**config.mk**
```make
export PLATFORM = sky130hd
export DESIGN_NAME = morse_capture
export DESIGN_NICKNAME = d
export VERILOG_FILES = /design/src/rtl/morse_pkg.sv /design/src/rtl/key_conditioner.sv /design/src/rtl/morse_capture.sv
export SDC_FILE = /design/constraint.sdc
export NUM_CORES = 1
export LEC_CHECK = 0
export ABC_AREA = 1
export CAP_MARGIN = 5
export CORE_MARGIN = 2
export CORE_UTILIZATION = 45
export CTS_CLUSTER_DIAMETER = 60
export DETAILED_ROUTE_END_ITERATION = 8
export MAX_ROUTING_LAYER = met4
export PLACE_DENSITY = 0.7
export REMOVE_ABC_BUFFERS = 1
export SKIP_LAST_GASP = 1
export SYNTH_ARGS = -nofsm -noshare
export SYNTH_HDL_FRONTEND = slang
export SYNTH_SLANG_ARGS = --single-unit
```
**constraint.sdc**
```tcl
create_clock -name clock -period 5 [get_ports clock]
set_clock_uncertainty 0.2 [all_clocks]
set_input_delay 1.25 -clock clock [delete_from_list [all_inputs] [get_ports clock]]
set_output_delay 1.25 -clock clock [all_outputs]
set_load 0.02 [all_outputs]
```
**src/rtl/morse_pkg.sv**
```systemverilog
// Shared symbol codes, FSM state encoding and word geometry for the morse capture stage.
package morse_pkg;

    localparam int WORD_W      = 10;
    localparam int MAX_SYMBOLS = 5;

    localparam logic [1:0] SYM_EMPTY = 2'b00;
    localparam logic [1:0] SYM_DOT   = 2'b01;
    localparam logic [1:0] SYM_DASH  = 2'b11;

    typedef enum logic [1:0] {
        S_IDLE   = 2'd0,
        S_PRESS  = 2'd1,
        S_COMMIT = 2'd2,
        S_DONE   = 2'd3
    } state_t;

endpackage

```
**src/rtl/key_conditioner.sv**
```systemverilog
// Button conditioner: 2-flop synchroniser, optional stability filter, registered press pulse.
// The filter is compiled in with MORSE_CAPTURE_DEBOUNCE_EN.
module key_conditioner #(
    parameter logic [19:0] DEBOUNCE_CYCLES = 20'd500000
) (
    input  logic clock,
    input  logic reset,
    input  logic pin_n,
    output logic level,
    output logic fall
);

    logic [1:0] sync_q, sync_d;
    logic       prev_q, prev_d;
    logic       fall_q, fall_d;
    logic       stable_n;

`ifdef MORSE_CAPTURE_DEBOUNCE_EN
    logic [19:0] db_cnt_q, db_cnt_d;
    logic        db_lvl_q, db_lvl_d;

    // A change is accepted only once the synchronised pin has disagreed for the whole window.
    always_comb begin
        db_cnt_d = db_cnt_q;
        db_lvl_d = db_lvl_q;
        if (sync_q[1] == db_lvl_q) begin
            db_cnt_d = '0;
        end else if (db_cnt_q == DEBOUNCE_CYCLES - 20'd1) begin
            db_lvl_d = sync_q[1];
            db_cnt_d = '0;
        end else begin
            db_cnt_d = db_cnt_q + 20'd1;
        end
    end

    always_ff @(posedge clock) begin
        if (reset) begin
            db_cnt_q <= '0;
            db_lvl_q <= 1'b1;
        end else begin
            db_cnt_q <= db_cnt_d;
            db_lvl_q <= db_lvl_d;
        end
    end

    assign stable_n = db_lvl_q;
`else
    logic unused_debounce;
    assign unused_debounce = ^DEBOUNCE_CYCLES;
    assign stable_n        = sync_q[1];
`endif

    always_comb begin
        sync_d = {sync_q[0], pin_n};
        prev_d = stable_n;
        fall_d = prev_q & ~stable_n;
    end

    always_ff @(posedge clock) begin
        if (reset) begin
            sync_q <= 2'b11;
            prev_q <= 1'b1;
            fall_q <= 1'b0;
        end else begin
            sync_q <= sync_d;
            prev_q <= prev_d;
            fall_q <= fall_d;
        end
    end

    assign level = ~stable_n;
    assign fall  = fall_q;

endmodule

```
**src/rtl/morse_capture.sv**
```systemverilog
// Player-1 capture: times key presses into dot/dash symbols, packs them into words and
// strobes each committed word to the word RAM. Debounce via MORSE_CAPTURE_DEBOUNCE_EN.
module morse_capture #(
    parameter int          DASH_TICKS      = 3,
    parameter int          MAX_SYMBOLS     = 5,
    parameter int          DEPTH           = 16,
    parameter logic [19:0] DEBOUNCE_CYCLES = 20'd500000
) (
    input  logic       clock,
    input  logic       reset,
    input  logic       tick,
    input  logic       enable,
    input  logic       key_n,
    input  logic       next_n,
    input  logic       done_n,
    output logic [9:0] q,
    output logic       write,
    output logic [3:0] addr,
    output logic [2:0] count,
    output logic       full,
    output logic       finished
);

    import morse_pkg::*;

    localparam int               DUR_W     = $clog2(DASH_TICKS + 1);
    localparam logic [DUR_W-1:0] DUR_DASH  = DUR_W'(DASH_TICKS);
    localparam logic [DUR_W-1:0] DUR_ONE   = DUR_W'(1);
    localparam logic [2:0]       MAX_CNT   = 3'(MAX_SYMBOLS);
    localparam logic [3:0]       LAST_ADDR = 4'(DEPTH - 1);

    logic key_level, next_fall, done_fall;
    logic key_fall_unused, next_level_unused, done_level_unused;

    key_conditioner #(.DEBOUNCE_CYCLES(DEBOUNCE_CYCLES)) u_key (
        .clock(clock), .reset(reset), .pin_n(key_n),
        .level(key_level), .fall(key_fall_unused)
    );
    key_conditioner #(.DEBOUNCE_CYCLES(DEBOUNCE_CYCLES)) u_next (
        .clock(clock), .reset(reset), .pin_n(next_n),
        .level(next_level_unused), .fall(next_fall)
    );
    key_conditioner #(.DEBOUNCE_CYCLES(DEBOUNCE_CYCLES)) u_done (
        .clock(clock), .reset(reset), .pin_n(done_n),
        .level(done_level_unused), .fall(done_fall)
    );

    state_t            state_q, state_d;
    logic [WORD_W-1:0] word_q, word_d;
    logic [2:0]        count_q, count_d;
    logic [3:0]        addr_q, addr_d;
    logic [DUR_W-1:0]  dur_q, dur_d;
    logic              write_q, write_d;
    logic              full_q, full_d;
    logic              finished_q, finished_d;
    logic              done_pend_q, done_pend_d;
    logic [1:0]        sym;
    logic              can_commit;

    assign sym        = (dur_q >= DUR_DASH) ? SYM_DASH : SYM_DOT;
    assign can_commit = (count_q != 3'd0) && !full_q;

    always_comb begin
        state_d     = state_q;
        word_d      = word_q;
        count_d     = count_q;
        addr_d      = addr_q;
        dur_d       = dur_q;
        write_d     = 1'b0;
        full_d      = full_q;
        finished_d  = finished_q;
        done_pend_d = done_pend_q;
        unique case (state_q)
            S_IDLE, S_PRESS: begin
                if (!enable) begin
                    // Leaving the turn mid-press throws the partial duration away.
                    state_d = S_IDLE;
                end else if (done_fall) begin
                    if (can_commit) begin
                        state_d     = S_COMMIT;
                        write_d     = 1'b1;
                        done_pend_d = 1'b1;
                    end else begin
                        state_d    = S_DONE;
                        finished_d = 1'b1;
                    end
                end else if (state_q == S_IDLE) begin
                    if (next_fall && can_commit) begin
                        state_d = S_COMMIT;
                        write_d = 1'b1;
                    end else if (tick && key_level && count_q < MAX_CNT) begin
                        state_d = S_PRESS;
                        dur_d   = DUR_ONE;
                    end
                end else if (tick) begin
                    if (key_level) begin
                        if (dur_q < DUR_DASH) dur_d = dur_q + DUR_ONE;
                    end else begin
                        word_d  = {word_q[WORD_W-3:0], sym};
                        count_d = count_q + 3'd1;
                        state_d = S_IDLE;
                    end
                end
            end
            S_COMMIT: begin
                addr_d      = addr_q + 4'd1;
                word_d      = '0;
                count_d     = 3'd0;
                done_pend_d = 1'b0;
                if (addr_q == LAST_ADDR) full_d = 1'b1;
                if (done_pend_q || (enable && done_fall)) begin
                    state_d    = S_DONE;
                    finished_d = 1'b1;
                end else begin
                    state_d = S_IDLE;
                end
            end
            S_DONE: begin
                state_d = S_DONE;
            end
            default: state_d = S_IDLE;
        endcase
    end

    always_ff @(posedge clock) begin
        if (reset) begin
            state_q     <= S_IDLE;
            word_q      <= '0;
            count_q     <= 3'd0;
            addr_q      <= 4'd0;
            dur_q       <= '0;
            write_q     <= 1'b0;
            full_q      <= 1'b0;
            finished_q  <= 1'b0;
            done_pend_q <= 1'b0;
        end else begin
            state_q     <= state_d;
            word_q      <= word_d;
            count_q     <= count_d;
            addr_q      <= addr_d;
            dur_q       <= dur_d;
            write_q     <= write_d;
            full_q      <= full_d;
            finished_q  <= finished_d;
            done_pend_q <= done_pend_d;
        end
    end

    assign q        = word_q;
    assign write    = write_q;
    assign addr     = addr_q;
    assign count    = count_q;
    assign full     = full_q;
    assign finished = finished_q;

endmodule

```
Word level (Yosys, flattened, before mapping)
Cells that the tools add are included.

storage, ports and cells
  word-level logic and storage cells = 110
  output and inout port bits = 20
  input port bits = 7
  register bits after elaboration = 35

operators by class
  eq/ne operators = 19
  add/subtract/negate cells = 3
  bitwise operators = 8
  reductions and logical operators = 20
  multiplexer cells = 41
  $lt $le $gt $ge = 3

operator list
  kind                 count
  $mux 10              5
  $mux 2               14
  $pmux 10 s2          1
  $ne 2x2->1 const B   9
  $mux 3               5
  $mux 1               12
  $reduce_and 8->1     1
  $ne 2x1->1 const B   3
  $ne 6x5->1 const B   1
  $not 1->1            6
  $pmux 2 s3           1
  $pmux 3 s2           1
  $reduce_and 6->1     1
  $reduce_bool 2->1    3
  $logic_and 1x1->1    5
  $ne 5x3->1 const B   1
  $ne 5x4->1 const B   1
  $reduce_and 5->1     1
  $add 4x1->4 const B  1
  $eq 2x2->1 const B   2
  $eq 4x4->1 const B   1
  $pmux 1 s2           2
  $reduce_and 4->1     1
  $add 3x1->3 const B  1
  other kinds (14)     15

Longest topological paths before layout
Gate-level depths: netlist (run 1).

  depth in word-level cells = 9
  depth in mapped cells = 11
  depth with buffers taken out = 10

Cells and area by module
A second synthesis (run 1) with hierarchy kept.

unflattened totals
  cells, all modules = 214
  area, all modules = 1,611.5 um^2

by module, submodules not included
  module           times used  cells an instance  area an instance (um^2)  sequential area each (um^2)
  morse_capture    1           184                1,281.2                  500.5
  key_conditioner  3           10                 110.1                    80.1

Least setup slack after synthesis (run 1)
No wires, ideal clock.

  kind = input-to-reg
  from = input tick
  to = register dur_q[1]
  arrival time = 1,858 ps
  library setup time = 116 ps
  cell stages on the path = 7
  data required time = 4,684 ps
  setup slack = 2,827 ps
  path through = inv_1 > nor2_1 > nand2_1 > a21oi_1 > nand4_1 > a21oi_1 > nor2_1

between the ends
  word-level cells in the longest chain between the ends = 4

RTL lines
  element                          line                  source
  from (decl)                      morse_capture.sv:11   input logic tick,
  $logic_and 1x1->1 (2 in series)  morse_capture.sv:91   end else if (tick && key_level && count_q < MAX_CNT) begin
  $ne 2x1->1 (no line)             --
  $reduce_and 8->1 (no line) (*)   --
  to (signal assigned)             morse_capture.sv:141  dur_q <= dur_d;
  to (decl)                        morse_capture.sv:52   logic [DUR_W-1:0] dur_q, dur_d;

Every way passes the cells marked *; elsewhere a longest branch is shown, timed or not.
A chain may end at the register's enable or synchronous reset.

Worst setup path after layout (run 1)
  from = register count_q[1] (netlist: count[1])
  to = output count[1]

RTL lines
  element                 line                  source
  from (decl)             morse_capture.sv:50   logic [2:0] count_q, count_d;
  from (signal assigned)  morse_capture.sv:139  count_q <= count_d;
  to (decl)               morse_capture.sv:19   output logic [2:0] count,

No word-level cell between the ends.

==> out/results.ini, run 1 <==
[logic_synthesis]
synth_edf_count = 0
ys_seq_area_share_pct = 44.8
netlist-cell-type-count = 23
async_reset_ff_share_pct = 0
syn_area_mm2 = 0.00157
yosys_warnings = 0
synth_flop_cell = dfxtp_1
synth_seq_cells = 35
syn_inst = 204
syn_avg_cell_area_um2 = 7.67

[cts]
clkTransAtPathRegs_ns = 0.11
root_buffer = clkbuf_4
worstSkewPairLatency_ns = 0.34
holdBufCountCts = 0
cts_buffers = 5
clock-sinks = 35
cts-resized-gates = 0
cts_htree_levels = 2
cts_tree = yes
clk_path_buf_depth = 2
cts_setup_buffers = 0

[route]
avgViaCountPerCell = 4.84
dr.pass1.iters = 4
vias = 1340
ant_nets = 0
finalWirelength_um = 3040
drc = 0
wl_per_cell_um = 11.0
drt_iter0_markers = 78

[grt]
grtUsageTotal_pct = 16.8
grt_pass1_vias = 1208
overflow = 0
antenna_found_initial = 0
grt_max_degree = 24
grt_first_pass_wirelength_um = 5180

[worst_setup_path]
worst_path_max_delay_cell = clkdlybuf4s50_1
reg2reg_slack_ns = 2.96
r2r-start = state_q[1]
slowest_delay_ns = 0.63
worst-path-stages = 1
required_ns = 3.55
path_class = reg -> out
r2r-end = q[7]
crit_buf_inv = 1
crit_start = count[1]
cp.arrival_ns = 1.37
path_cells = clkdlybuf4s50_1
rr_worst_depth = 9
worst_setup_path_start_kind = flip-flop
path_delay_family = buffers and inverters
end_kind = primary output
cp_max_fo = 5

[min_path]
worstHoldEndpoint = u_done.fall
hp-start = u_done.prev_q
hold_class = reg -> reg
holdPathStages = 2

[timing]
worst_slack_ns = 2.18
hold_viol_final = 0
min_period_ns = 2.82
worst_pin_slew_ns = 0.731
rsz0062_at_grt = false
finalCritPeriodShare_pct = 56.4
finalSetupViolCount = 0
max_clock_freq_mhz = 354
tns_ns = 0
final_max_slew_viol_count = 0
relSlewSlack_pct = 51.1

[run]
cap_violations = 0

[power]
powerDensity_mw_per_mm2 = 425
max-vdd-ir-drop_uv = 228
p_leak_nw = 0.771

[die]
boundaryPins = 27
rows = 21
dieArea_mm2 = 0.00397
die_w_um = 63.0
die_y_um = 63.0
core_mm2 = 0.00334
initial_core_util_pct = 46.9

[final_layout]
final_nets = 245
final_layout_size_suffix_gt1_share_pct = 10.4
area_growth_syn_to_layout_pct = 21.0
diodes = 0
fillCellCount = 336

[run_status]
status = finished, final reports clean

[place]
portBuffers = 26
dpl_worst_slack_ns = 1.88
dp_hpwl_um = 2210
place.gp.congestion = 0.860

## routing by layer
layer,wire length [µm],track usage (%),vias to the layer above,part of all wire [%]
met5,0,-,-,0
met4,46,5.83,0,1.5
met2,1340,26.1,28,44
met3,141,5.05,6,4.6
met1,1510,20.7,596,50
li1,-,-,710,-
## per-stage QoR
| step | std cells | hold WS (ns) | power (mW) | instance area, µm² | util [%] |
|---|---|---|---|---|---|
| after global routing | 277 | 0.235 | 0.862 | 1890 | 56.8 |
| after floorplan | 197 | 0.189 | 0.566 | 1520 | - |
| after CTS | 277 | 0.216 | 0.811 | 1890 | 56.8 |
| final | 277 | 0.214 | 0.805 | 1890 | 56.8 |
| after global placement | 269 | 0.192 | 0.657 | 1840 | 55.0 |
| after detailed placement | 269 | 0.195 | 0.658 | 1840 | 55.0 |
## cells in the mapped netlist, types with 3 or more instances
library cell / count / area share [%]
nand2_1: 48 / 12
dfxtp_1: 35 / 45
a21oi_1: 26 / 8.3
inv_1: 21 / 5.0
nor2_1: 15 / 3.6
o21ai_0: 11 / 3.5
ha_1: 8 / 6.4
or2_2: 8 / 3.2
nand4_1: 6 / 2.4
nand3_1: 5 / 1.6
clkbuf_1: 3 / 0.72
## kinds of logic after synthesis
family,synth area share (%)
adder cells (fa/ha/maj),6.40
AO/OA/AOI/OAI,14.9
AND/OR/NAND/NOR,25.5
flip-flops,44.8
buffers and inverters,8.47
## placed cells by master, fill, tap and decap left out, types with 5 or more instances in the layout
master and count:
nand2_1 48, dfxtp_1 35, a21oi_1 26, clkdlybuf4s50_1 26
inv_1 21, nor2_1 15, o21ai_0 11, or2_2 8
ha_1 8, nand4_1 6, nand3_1 5, clkbuf_4 5
## how the worst max path moves through the flow
stage / endpoint / slack, ns
2_1_floorplan: dur_q[1] / 2.83
3_3_place_gp: count[2] / 1.91
3_5_place_dp: count[2] / 1.88
4_1_cts: count[2] / 2.15
5_1_grt: addr[1] / 2.08
6_report: count[1] / 2.18
## registers in the layout, summed over array words and instances, names as in the netlist
signal and flops:
u_done.sync_q 2, u_next.prev_q 1, write 1, dur_q 2
addr 4, u_next.sync_q 2, done_pend_q 1, count 3
u_next.fall 1, q 10, u_done.fall 1, u_done.prev_q 1
state_q 2, finished 1, full 1, u_key.sync_q 2
## power breakdown
group	internal, mW	switching, mW	leakage [nW]
sequential	0.314	0.0270	0.285
combinational	0.119	0.194	0.459
clock	0.0536	0.0976	0.0272
## final cells by class
| cell class | instances | area (µm²) | area share (%) |
|---|---|---|---|
| Clock inverter | 3 | 20.0 | 1.06 |
| Clock buffer | 5 | 37.5 | 1.98 |
| Multi-Input combinational cell | 139 | 732 | 38.6 |
| Sequential cell | 35 | 701 | 37.0 |
| Timing Repair Buffer | 26 | 260 | 13.7 |
| Inverter | 23 | 86.3 | 4.56 |
| Tap cell | 46 | 57.6 | 3.04 |
(Power assumes the default switching activity.)
==> inputs of run 2 (changes only) <==
==> constraint.sdc (replaced) <==
create_clock -name clock -period 2.8 [get_ports clock]
set_clock_uncertainty 0.2 [all_clocks]
set_input_delay 0.7 -clock clock [delete_from_list [all_inputs] [get_ports clock]]
set_output_delay 0.7 -clock clock [all_outputs]
set_load 0.02 [all_outputs]
==> out/results.ini, run 2 (synthesis gave the netlist of run 1 again) <==
[worst_setup_path]
r2r-start = state_q[1]
crit_buf_inv = 1
required_ns = 1.90
cp_max_fo = 5
reg2reg_slack_ns = 0.76
worst_setup_path_start_kind = flip-flop
cp.arrival_ns = 1.37
worst_path_max_delay_cell = clkdlybuf4s50_1
rr_worst_depth = 9
r2r-end = q[0]
slowest_delay_ns = 0.63
crit_start = count[1]
path_cells = clkdlybuf4s50_1
end_kind = primary output
critPathCapture = count[1]
path_class = reg -> out
path_delay_family = buffers and inverters
worst-path-stages = 1

[route]
wl_met3_um = 179
finalWirelength_um = 3100
dr.pass1.iters = 4
wl_per_cell_um = 11.1
drt_iter0_markers = 102
ant_nets = 0
met2RoutedLength_um = 1290
drc = 0
highest_layer = met4
avgViaCountPerCell = 4.84
met1_length_um = 1580
vias = 1350

[final_layout]
fillCellCount = 325
largest_register_ffs = 10
fin_util_pct = 58.1
final_nets = 247
diodes = 0
final_cells = 279
area_growth_syn_to_layout_pct = 23.8
layout_commonest_cell = nand2_1
final_layout_size_suffix_gt1_share_pct = 11.2
layout_common_cells = nand2_1 (48), dfxtp_1 (35), a21oi_1 (26), clkdlybuf4s50_1 (26), inv_1 (21)
postLayoutCellArea_mm2 = 0.00194

[power]
netSwitchingPower_uw = 562
p_int_uw = 984
combPwrFrac_pct = 35.9
powerDensity_mw_per_mm2 = 798
power_mw = 1.55
p_clk_share_pct = 24.5
seqPwrFrac_pct = 39.6
p_leak_nw = 0.802
max-vdd-ir-drop_uv = 429
switching_share_pct = 36.3

[cts]
clk_path_buf_depth = 2
cts_setup_buffers = 0
cts_htree_levels = 2
clkTransAtPathRegs_ns = 0.10
worstSkewPairLatency_ns = 0.33
cts-resized-gates = 0
clock-sinks = 35
cts_tree = yes
cts_buffers = 5
holdBufCountCts = 0
root_buffer = clkbuf_4

[place]
dpl_worst_slack_ns = 0.380
dp_hpwl_um = 2210
placed_area_mm2 = 0.00185
placed_cells = 271
portBuffers = 26
place.gp.congestion = 0.876

[timing]
hold_viol_final = 0
finalSetupViolCount = 0
tns_ns = 0
worst_slack_ns = 0.529
rsz0062_at_grt = false
worst_pin_slew_ns = 0.448
finalCritPeriodShare_pct = 81.1
min_period_ns = 2.27
final_max_slew_viol_count = 0
max_clock_freq_mhz = 440
relSlewSlack_pct = 70.1
holdWs_ns = 0.214

[die]
rows = 21
boundaryPins = 27
initial_core_util_pct = 46.9
die_y_um = 63.0
die_w_um = 63.0
dieArea_mm2 = 0.00397
core_mm2 = 0.00334

[grt]
grt_pass1_vias = 1255
antenna_found_initial = 0
overflow = 0
grtUsageTotal_pct = 17.7
grt_max_degree = 15
grt_first_pass_wirelength_um = 5460

[run_status]
status = finished, final reports clean

[run]
cap_violations = 0

[min_path]
hold_class = reg -> reg

## run 2: cell count changes in the layout (fill, tap and decap cells not counted), sizes merged
cell      before  now
clkbuf         5    6
bufinv         0    1
buf            0    2
clkinvlp       2    0
## run 2: area by class of cell
cell class	instances	area, µm²	share of cell area, %
multi-input cells	139	732	37.8
clock inverters	2	35.0	1.81
flip-flops and latches	35	701	36.2
well taps	46	57.6	2.97
repair buffers	28	275	14.2
inverters	23	86.3	4.45
clock buffers	6	51.3	2.65
## run 2: how the worst min path moves through the flow
stage / start / to / slack [ns] / cells after the start
after floorplan: u_done.sync_q[0] / u_done.sync_q[1] / 0.19 / 1
after global routing: u_done.prev_q / u_done.fall / 0.23 / 2
final: u_next.prev_q / u_next.fall / 0.21 / 2
after global placement: u_next.sync_q[0] / u_next.sync_q[1] / 0.19 / 1
after detailed placement: u_next.prev_q / u_next.fall / 0.20 / 2
after CTS: u_next.prev_q / u_next.fall / 0.22 / 2
## run 2: power by group through the flow
stage	Clock [mW]	Combinational (mW)	Sequential, mW
after global routing	0.405	0.628	0.624
after global placement	0	0.549	0.622
final	0.378	0.555	0.613
after detailed placement	0	0.551	0.622
after floorplan	0	0.359	0.651
after CTS	0.390	0.556	0.613
## run 2: metal layers
| layer | GRT usage [%] | vias up |
|---|---|---|
| li1 | - | 720 |
| met1 | 22.9 | 591 |
| met2 | 26.6 | 33 |
| met3 | 4.68 | 6 |
| met4 | 6.11 | 0 |
| met5 | - | - |
